File: config.mk
export PLATFORM = sky130hd
export DESIGN_NAME = simd_mac_fu
export DESIGN_NICKNAME = d
export VERILOG_FILES = /design/src/rtl/simd_mac_fu_pkg.sv /design/src/rtl/simd_mac_fu_lane_mult.sv /design/src/rtl/simd_mac_fu.sv
export SDC_FILE = /design/constraint.sdc
export NUM_CORES = 2
export LEC_CHECK = 0
export BUFFER_PORTS_ARGS = -buffer_cell sky130_fd_sc_hd__buf_2
export CAP_MARGIN = 20
export CELL_PAD_IN_SITES_DETAIL_PLACEMENT = 1
export CELL_PAD_IN_SITES_GLOBAL_PLACEMENT = 1
export CORE_MARGIN = 5
export CORE_UTILIZATION = 50
export CTS_CLUSTER_SIZE = 12
export DETAILED_ROUTE_END_ITERATION = 10
export PLACE_DENSITY = 0.83
export SKIP_CTS_REPAIR_TIMING = 1
export SLEW_MARGIN = 25
export SYNTH_ARGS = -nofsm -noshare
export SYNTH_HDL_FRONTEND = slang
export SYNTH_SLANG_ARGS = --single-unit
File: constraint.sdc
create_clock -name clk_i -period 6.7 [get_ports clk_i]
set_input_delay 0.67 -clock clk_i [delete_from_list [all_inputs] [get_ports clk_i]]
set_output_delay 0.67 -clock clk_i [all_outputs]
set_load 0.03 [all_outputs]
File: src/rtl/simd_mac_fu_pkg.sv
// Shared types and helpers for the SIMD dot-product MAC functional unit.
// Op encodings, pipeline depth and lane-count helper.
package simd_mac_fu_pkg;

  typedef enum logic [1:0] {
    MAC_INIT = 2'd0,
    MAC_ACC  = 2'd1,
    MAC_READ = 2'd2,
    MAC_CLR  = 2'd3
  } mac_op_e;

  localparam int SIMD_MAC_LATENCY = 2;

  function automatic int simd_mac_lanes(input int xlen, input int elem_w);
    return xlen / elem_w;
  endfunction

endpackage

File: src/rtl/simd_mac_fu_lane_mult.sv
// One SIMD lane: extends each element by one bit according to its signedness
// and forms the signed (2*ELEM_W+2)-bit product.
module simd_mac_fu_lane_mult
  import simd_mac_fu_pkg::*;
#(
  parameter int ELEM_W = 8
) (
  input  logic [ELEM_W-1:0]   a_i,
  input  logic [ELEM_W-1:0]   b_i,
  input  logic                a_signed_i,
  input  logic                b_signed_i,
  output logic [2*ELEM_W+1:0] prod_o
);

  localparam int PROD_W = 2 * ELEM_W + 2;

  logic signed [PROD_W-1:0] a_ext;
  logic signed [PROD_W-1:0] b_ext;

  // Widening both operands to the product width keeps the multiply full-precision.
  assign a_ext  = PROD_W'($signed({a_signed_i & a_i[ELEM_W-1], a_i}));
  assign b_ext  = PROD_W'($signed({b_signed_i & b_i[ELEM_W-1], b_i}));
  assign prod_o = a_ext * b_ext;

endmodule

File: src/rtl/simd_mac_fu.sv
// Pipelined SIMD dot-product MAC: stage 1 registers lane products, stage 2
// reduces them and updates one of NUM_ACC accumulators with optional saturation.
module simd_mac_fu
  import simd_mac_fu_pkg::*;
#(
  parameter int XLEN          = 32,
  parameter int ELEM_W        = 8,
  parameter int NUM_ACC       = 4,
  parameter int ACC_W         = 32,
  parameter int TRANS_ID_BITS = 3
) (
  input  logic                                        clk_i,
  input  logic                                        rst_i,
  input  logic                                        valid_i,
  output logic                                        ready_o,
  input  logic                                        flush_i,
  input  mac_op_e                                     op_i,
  input  logic [((NUM_ACC > 1) ? $clog2(NUM_ACC) : 1)-1:0] acc_sel_i,
  input  logic                                        a_signed_i,
  input  logic                                        b_signed_i,
  input  logic                                        sat_i,
  input  logic [XLEN-1:0]                             operand_a_i,
  input  logic [XLEN-1:0]                             operand_b_i,
  input  logic [TRANS_ID_BITS-1:0]                    trans_id_i,
  output logic [XLEN-1:0]                             result_o,
  output logic                                        overflow_o,
  output logic                                        valid_o,
  output logic [TRANS_ID_BITS-1:0]                    trans_id_o
);

  localparam int LANES  = simd_mac_lanes(XLEN, ELEM_W);
  localparam int PROD_W = 2 * ELEM_W + 2;
  localparam int SUM_W  = ACC_W + 1;
  localparam int SEL_W  = (NUM_ACC > 1) ? $clog2(NUM_ACC) : 1;
  localparam int TREE_N = 2 ** $clog2(LANES);

  localparam logic [ACC_W-1:0] ACC_MAX = {1'b0, {(ACC_W-1){1'b1}}};
  localparam logic [ACC_W-1:0] ACC_MIN = {1'b1, {(ACC_W-1){1'b0}}};

  logic accept;
  assign ready_o = ~flush_i & ~rst_i;
  assign accept  = valid_i & ready_o;

  // ---------------- Stage 1: lane multipliers ----------------
  logic [PROD_W-1:0] prod_lane [LANES];

  genvar gi;
  generate
    for (gi = 0; gi < LANES; gi++) begin : g_lane
      simd_mac_fu_lane_mult #(.ELEM_W(ELEM_W)) u_lane_mult (
        .a_i        (operand_a_i[gi*ELEM_W +: ELEM_W]),
        .b_i        (operand_b_i[gi*ELEM_W +: ELEM_W]),
        .a_signed_i (a_signed_i),
        .b_signed_i (b_signed_i),
        .prod_o     (prod_lane[gi])
      );
    end
  endgenerate

  logic                     s1_valid_q, s1_valid_d;
  mac_op_e                  s1_op_q, s1_op_d;
  logic [SEL_W-1:0]         s1_sel_q, s1_sel_d;
  logic                     s1_sat_q, s1_sat_d;
  logic [TRANS_ID_BITS-1:0] s1_tid_q, s1_tid_d;
  logic [ACC_W-1:0]         s1_init_q, s1_init_d;
  logic [PROD_W-1:0]        s1_prod_q [LANES];
  logic [PROD_W-1:0]        s1_prod_d [LANES];

  // Payload registers only load on accept so they stay quiet when idle.
  always_comb begin
    s1_valid_d = accept;
    s1_op_d    = s1_op_q;
    s1_sel_d   = s1_sel_q;
    s1_sat_d   = s1_sat_q;
    s1_tid_d   = s1_tid_q;
    s1_init_d  = s1_init_q;
    s1_prod_d  = s1_prod_q;
    if (accept) begin
      s1_op_d   = op_i;
      s1_sel_d  = acc_sel_i;
      s1_sat_d  = sat_i;
      s1_tid_d  = trans_id_i;
      s1_init_d = operand_a_i[ACC_W-1:0];
      s1_prod_d = prod_lane;
    end
  end

  always_ff @(posedge clk_i) begin
    if (rst_i) begin
      s1_valid_q <= 1'b0;
      s1_op_q    <= MAC_INIT;
      s1_sel_q   <= '0;
      s1_sat_q   <= 1'b0;
      s1_tid_q   <= '0;
      s1_init_q  <= '0;
      for (int l = 0; l < LANES; l++) s1_prod_q[l] <= '0;
    end else begin
      s1_valid_q <= s1_valid_d;
      s1_op_q    <= s1_op_d;
      s1_sel_q   <= s1_sel_d;
      s1_sat_q   <= s1_sat_d;
      s1_tid_q   <= s1_tid_d;
      s1_init_q  <= s1_init_d;
      s1_prod_q  <= s1_prod_d;
    end
  end

  // ---------------- Stage 2: reduction and accumulate ----------------
  logic signed [SUM_W-1:0] dot;

  // Heap-ordered binary tree, padded with zero leaves up to a power of two.
  always_comb begin : p_adder_tree
    logic signed [SUM_W-1:0] node [2*TREE_N-1];
    for (int n = 0; n < TREE_N; n++) begin
      if (n < LANES) node[TREE_N-1+n] = SUM_W'($signed(s1_prod_q[n]));
      else           node[TREE_N-1+n] = '0;
    end
    for (int n = TREE_N - 2; n >= 0; n--) begin
      node[n] = node[2*n+1] + node[2*n+2];
    end
    dot = node[0];
  end

  logic [ACC_W-1:0]         acc_q [NUM_ACC];
  logic [ACC_W-1:0]         acc_d [NUM_ACC];
  logic [NUM_ACC-1:0]       ovf_q, ovf_d;
  logic                     valid_q, valid_d;
  logic [XLEN-1:0]          result_q, result_d;
  logic                     overflow_q, overflow_d;
  logic [TRANS_ID_BITS-1:0] tid_q, tid_d;

  logic [SEL_W-1:0]        acc_idx;
  logic [ACC_W-1:0]        acc_cur;
  logic signed [SUM_W-1:0] acc_sum;
  logic                    sum_ovf;
  logic [ACC_W-1:0]        new_acc;
  logic                    new_ovf;
  logic                    live;

  assign acc_idx = (NUM_ACC == 1) ? '0 : s1_sel_q;
  assign acc_cur = acc_q[acc_idx];
  assign acc_sum = SUM_W'($signed(acc_cur)) + dot;
  // Leaving the signed ACC_W range shows up as the top two bits disagreeing.
  assign sum_ovf = acc_sum[ACC_W] ^ acc_sum[ACC_W-1];
  assign live    = s1_valid_q & ~flush_i;

  always_comb begin
    new_acc = acc_cur;
    new_ovf = ovf_q[acc_idx];
    case (s1_op_q)
      MAC_INIT: begin
        new_acc = s1_init_q;
        new_ovf = 1'b0;
      end
      MAC_ACC: begin
        if (sum_ovf && s1_sat_q) new_acc = acc_sum[ACC_W] ? ACC_MIN : ACC_MAX;
        else                     new_acc = acc_sum[ACC_W-1:0];
        new_ovf = ovf_q[acc_idx] | sum_ovf;
      end
      MAC_CLR: begin
        new_acc = '0;
        new_ovf = 1'b0;
      end
      default: ;
    endcase
  end

  always_comb begin
    acc_d      = acc_q;
    ovf_d      = ovf_q;
    valid_d    = live;
    result_d   = result_q;
    overflow_d = overflow_q;
    tid_d      = tid_q;
    if (live) begin
      acc_d[acc_idx] = new_acc;
      ovf_d[acc_idx] = new_ovf;
      result_d       = XLEN'($signed(new_acc));
      overflow_d     = new_ovf;
      tid_d          = s1_tid_q;
    end
  end

  always_ff @(posedge clk_i) begin
    if (rst_i) begin
      for (int i = 0; i < NUM_ACC; i++) acc_q[i] <= '0;
      ovf_q      <= '0;
      valid_q    <= 1'b0;
      result_q   <= '0;
      overflow_q <= 1'b0;
      tid_q      <= '0;
    end else begin
      acc_q      <= acc_d;
      ovf_q      <= ovf_d;
      valid_q    <= valid_d;
      result_q   <= result_d;
      overflow_q <= overflow_d;
      tid_q      <= tid_d;
    end
  end

  assign valid_o    = valid_q;
  assign result_o   = result_q;
  assign overflow_o = overflow_q;
  assign trans_id_o = tid_q;

endmodule

Yosys cells after proc, flatten, opt, wreduce, memory -nomap -nowiden:

Cells that the tools add are included.
Widths: inputs -> output; s select.

* register bits after elaboration: 282
* output and inout port bits: 38
* word-level logic and storage cells: 69

* $add $sub $neg: 4
* multiply operators: 4
* magnitude comparators: 4
* eq/ne operators: 2
* mux-type cells: 15
* bitwise gates (word level): 16
* reductions and logical operators: 5

Operators with widths (count)
* $mux 32: 5
* $bwmux 128: 1
* $pmux 32 s3: 1
* $mul 9x9->18: 4
* $bmux 32 s2: 1
* $demux 32 s2: 1
* $add 18x18->19: 2
* $add 32x20->33: 1
* $add 19x19->20: 1
* $and 1x1->1: 11
* $bwmux 4: 1
* $ge 3x3->1 const B: 1
* $logic_and 1x1->1: 3
* $lt 2x3->1 const B: 1
* $lt 3x1->1 const B: 1
* $not 2->3: 1
* $bmux 1 s2: 1
* $demux 1 s2: 1
* $eq 2x1->1 const B: 1
* $eq 2x2->1 const B: 1
* $ge 2x1->1 const B: 1
* $logic_not 2->1: 1
* $mux 1: 2
* $not 1->1: 2
* 4 further kinds: 4

Logic depth before layout (Yosys ltp):

* word-level depth: 10
* gate-level depth with buffers: 22
* mapped depth without buffers: 21

Modules after synthesis:

From an unflattened synthesis, not the netlist that was laid out.

* cells, all modules: 3101
* area total of the unflattened synthesis: 27527.7 µm²

Modules (own cells, without submodules)
* simd_mac_fu: times used 1, cells each 1685, area each 15119.5 µm², seq. area each 5645.4 µm²
* simd_mac_fu_lane_mult (g_lane[0].u_lane_mult ...): times used 2, cells each 354, area each 3103.0 µm², seq. area each 0.0 µm²
* simd_mac_fu_lane_mult (g_lane[3].u_lane_mult): times used 1, cells each 354, area each 3106.7 µm², seq. area each 0.0 µm²
* simd_mac_fu_lane_mult (g_lane[2].u_lane_mult): times used 1, cells each 354, area each 3095.5 µm², seq. area each 0.0 µm²

Least setup slack after synthesis:

No wires, ideal clock.

* kind: input to register
* from: input operand_b_i[23]
* to: register s1_prod_q, in the netlist p_adder_tree.node[50]
* arrival: 5.308 ns
* required time: 6.569 ns
* slack: 1.261 ns
* stages on the path: 18
* cell sequence: clkbuf_1 nand2_1 or2_2 fa_1 fa_1 fa_1 inv_1 fa_1 fa_1 ha_1 a21oi_1 o21bai_1 a21o_1 a21oi_1 o21ai_0 o41ai_1 xnor2_1 o21ai_0

* longest elaborated chain between the ends: 2

Ends and longest elaborated chain
* start, declared: RTL line simd_mac_fu.sv:23 `input logic [XLEN-1:0] operand_b_i,`
* $and 1x1->1: RTL line simd_mac_fu_lane_mult.sv:22 `assign b_ext = PROD_W'($signed({b_signed_i & b_i[ELEM_W-1], b_i}));`
* $mul 9x9->18 (*): RTL line simd_mac_fu_lane_mult.sv:23 `assign prod_o = a_ext * b_ext;`
* end signal, assigned: RTL line simd_mac_fu.sv:104 `s1_prod_q <= s1_prod_d;`
* end, declared: RTL line simd_mac_fu.sv:66 `logic [PROD_W-1:0] s1_prod_q [LANES];`

Mark *: on every way between the ends. The rest lies on a longest branch, timed or not.
A chain may end at the register's enable or synchronous reset.

Worst setup path after layout:

* from: register s1_prod_q, in the netlist p_adder_tree.node[50]
* to: register acc_q[81] in the netlist's numbering

* longest elaborated chain between the ends: 8
* elaborated cells on any way between the ends: 9

Ends and longest elaborated chain
* $add 18x18->19 (*): RTL line simd_mac_fu.sv:119 `node[n] = node[2*n+1] + node[2*n+2];`
* $add 19x19->20 (*): RTL line simd_mac_fu.sv:119
* $add 32x20->33 (*): RTL line simd_mac_fu.sv:142 `assign acc_sum = SUM_W'($signed(acc_cur)) + dot;`
* $xor 1x1->1: RTL line simd_mac_fu.sv:144 `assign sum_ovf = acc_sum[ACC_W] ^ acc_sum[ACC_W-1];`
* $logic_and 1x1->1: RTL line simd_mac_fu.sv:156 `if (sum_ovf && s1_sat_q) new_acc = acc_sum[ACC_W] ? ACC_MIN : ACC_MAX;`
* $mux 32 (*): RTL line simd_mac_fu.sv:156
* $pmux 32 s3 (*): RTL line simd_mac_fu.sv:150 `case (s1_op_q)`
* $bwmux 128 (*): RTL line simd_mac_fu.sv:176 `acc_d[acc_idx] = new_acc;`
* end signal, assigned: RTL line simd_mac_fu.sv:193 `acc_q <= acc_d;`
* end, declared: RTL line simd_mac_fu.sv:124 `logic [ACC_W-1:0] acc_q [NUM_ACC];`

Marks and branches as above.

==> metrics.md <==
| Metric | Value |
|---|---|
| Clk buf depth | `3` |
| FMAX | `174 MHz` |
| Internal power | `5.72 mW` |
| Max-cap violations | `0` |
| Part of the power in the clock network | `15.0%` |
| Cell variety after synth | `66` |
| Row cnt | `86` |
| Final Power | `11.3 mW` |
| Post-Route M1 WL | `34200 um` |
| Logic pwr share | `68.0%` |
| Routability cong. | `0.910` |
| CP required | `7160 ps` |
| Via count | `22404` |
| Clk sinks | `282` |
| VDD IR max | `208 uV` |
| Mapped Cells | `3110` |
| Port-buffer cells | `115` |
| Cell area power density | `378 mW/mm^2` |
| Width of the die | `246 um` |
| Routed wl met2 | `41900 um` |
| Final critical-path required period | `5760 ps` |
| Final wirelength | `83100 um` |
| Yosys warns | `0` |
| CP Launch Type | `register` |
| Max-slew violations | `0` |
| Vias per Instance | `5.78` |
| Reg clk slew, reported paths | `60 ps` |
| Outcome | `complete, no violations` |
| Critical path fanouts, max | `16` |
| Post-synth EDFFs | `0` |
| Syn Nets | `3721` |
| NumNets Final | `3716` |
| Initial antenna violation count | `2` |
| Fraction of registers with async set/reset | `0%` |
| Die Area | `0.0605 sq mm` |
| LEAKAGE | `13.6 nW` |
| Number of remaining DRC errors | `0` |
| Post-DP HPWL | `63500 um` |
| Clk Latency, worst-skew pair | `580 ps` |
| Crit path DAT | `6220 ps` |
| Sequential fraction of the synthesis area | `20.3%` |
| Avg WL per Cell | `21.4 um` |
| Ports | `116` |
| Critical setup path kind | `register to register` |
| Initial Util | `50.5%` |
| Area grow syn2layout | `7.29%` |
| Die outline height | `246 um` |
| R2R cell count | `16` |
| Seq pwr share | `17.0%` |
| Sw Share | `49.4%` |
| Largest net degree at the start of global routing | `112` |
| R2r setup slk | `940 ps` |
| Final antenna-violating net count | `0` |
| Crit end category | `register` |
| Post-synthesis register bit count | `282` |
| RSZ-0062 raised after global routing | `false` |
| Core ar. | `0.0551 sq mm` |
| First drt pass iteration count | `5` |
| First-pass GRT wire length | `135000 um` |
| DRT iter0 DRCs | `1463` |
| Avg Cell Area, Syn | `8.95 sq um` |
| Commonest cells after routing, fill and taps aside | `inv_1, fa_1, nand2_1, dfxtp_1, ha_1` |
| Gr ovfl total | `0` |
| Syn Std Cell Area | `0.0278 sq mm` |
| Clk root buf | `clkbuf_16` |
| Most common cell after layout, fill and taps aside | `inv_1` |
| Clock Skew | `10.5 ps` |
| Worst-margin pin slew | `1040 ps` |
| Tightest Hold Check Type | `primary input to register` |
| Htree depth | `1` |
| Final hold vios | `0` |
| TritonCTS Buffers | `30` |
| Routed length on met3 | `4550 um` |
| Hold path depth | `3` |
| Synth Flop Type | `dfxtp_1` |
| Vias in the first global route | `24862` |
| Fillers | `6421` |
| Share of layout cells above drive strength 1 | `9.18%` |
| Aggregate global-route resource usage | `27.7%` |
| Switch Pwr | `5.58 mW` |
| Relative slew margins | `30.3%` |
| Max Used Layer | `met4` |
| Fin crit share | `86.0%` |
| CTS tree | `done` |
| Final Setup Violations | `0` |
| Setup_tns | `0 ps` |
[cells by family (layout without fill, tap and decap cells)]
family          Yosys count  in the layout  share of synthesized area (%)
buf+inv                 756            772                           10.3
fa+ha+maj               533            533                           33.4
flops                   282            282                           20.3
compound gates          472            472                           12.6
simple gates            921            921                           17.0
mux                      38             38                           2.86
other cells               0              1                              0
xor+xnor                108            108                           3.45
[Yosys cell counts, types with 66 or more instances]
cell	number	area, sq um
nand2b_1	72	450
xnor2_1	75	657
nand3b_1	95	713
o31ai_1	87	653
nand2_1	308	1160
dfxtp_1	282	5650
nor2_1	142	533
fa_1	350	7010
clkbuf_1	149	559
a21oi_1	73	365
o32ai_1	66	578
and2_1	142	888
inv_1	579	2170
ha_1	183	2290
[worst paths after layout]
path,start,end
hold reg to reg,trans_id_o[0]$_SDFFE_PP0P_,trans_id_o[0]$_SDFFE_PP0P_
setup / recovery,p_adder_tree.node[50]$_SDFFE_PP0P_,acc_q[81]$_SDFFE_PP0P_
hold / removal,acc_sel_i[1],acc_idx[1]$_SDFFE_PP0P_
setup reg to reg,p_adder_tree.node[50]$_SDFFE_PP0P_,acc_q[81]$_SDFFE_PP0P_
[final cells by class]
type / instances / area [sq um] / area share [%]
antenna: 1 / 2.50 / 0.00838
clock buffer: 48 / 900 / 3.01
clock inverter: 5 / 77.6 / 0.260
inverter: 580 / 2180 / 7.30
multi-input combinational: 2072 / 19300 / 64.8
sequential: 282 / 5650 / 18.9
tap: 748 / 936 / 3.14
timing repair buffer: 139 / 774 / 2.59
[metal layers]
layer / vias to the layer above / track usage [%]
li1: 10043 / -
met1: 11528 / 35.8
met2: 680 / 49.2
met3: 153 / 2.89
met4: 0 / 7.98
met5: - / 0
[metrics by stage]
stage	utilization (%)	area, sq um	instances	worst slack (ps)	hold WS (ps)
6_report	54.2	29800	3875	940	284
5_1_grt	54.2	29800	3875	618	287
4_1_cts	54.2	29800	3874	1000	271
3_5_place_dp	52.4	28900	3821	560	450
3_3_place_gp	52.4	28900	3821	825	438
2_1_floorplan	-	27800	3110	1260	432
[registers in the layout (all words and copies together), names as in the netlist]
| name | count |
|---|---|
| result_o | 32 |
| overflow_o | 1 |
| s1_valid_q | 1 |
| s1_tid_q | 3 |
| valid_o | 1 |
| ovf_q | 4 |
| s1_init_q | 32 |
| s1_sat_q | 1 |
| s1_op_q | 2 |
| p_adder_tree.node | 72 |
| acc_q | 128 |
| trans_id_o | 3 |
| acc_idx | 2 |
[power by group through the flow]
| stage | combinational, mW | sequential (mW) | clock, mW |
|---|---|---|---|
| 2_1_floorplan | 5.56 | 1.93 | 0 |
| 3_5_place_dp | 7.52 | 1.96 | 0 |
| 5_1_grt | 8.58 | 1.94 | 1.78 |
| 3_3_place_gp | 7.12 | 1.95 | 0 |
| 6_report | 7.68 | 1.92 | 1.69 |
| 4_1_cts | 7.65 | 1.92 | 1.71 |
[critical path: stages, from the launching register on]
cell      delay (ps)
dfxtp_1          400
fa_1             480
fa_1             690
inv_1            370
fa_1             590
inv_1             50
ha_1             380
a211oi_1         390
o21ai_1          160
a211oi_1         320
o22ai_1          200
a31oi_4          220
a21oi_2          110
a21oi_2          300
buf_4            400
a211oi_2         190
o32ai_1          380
Power figures use the tool's default switching activity.
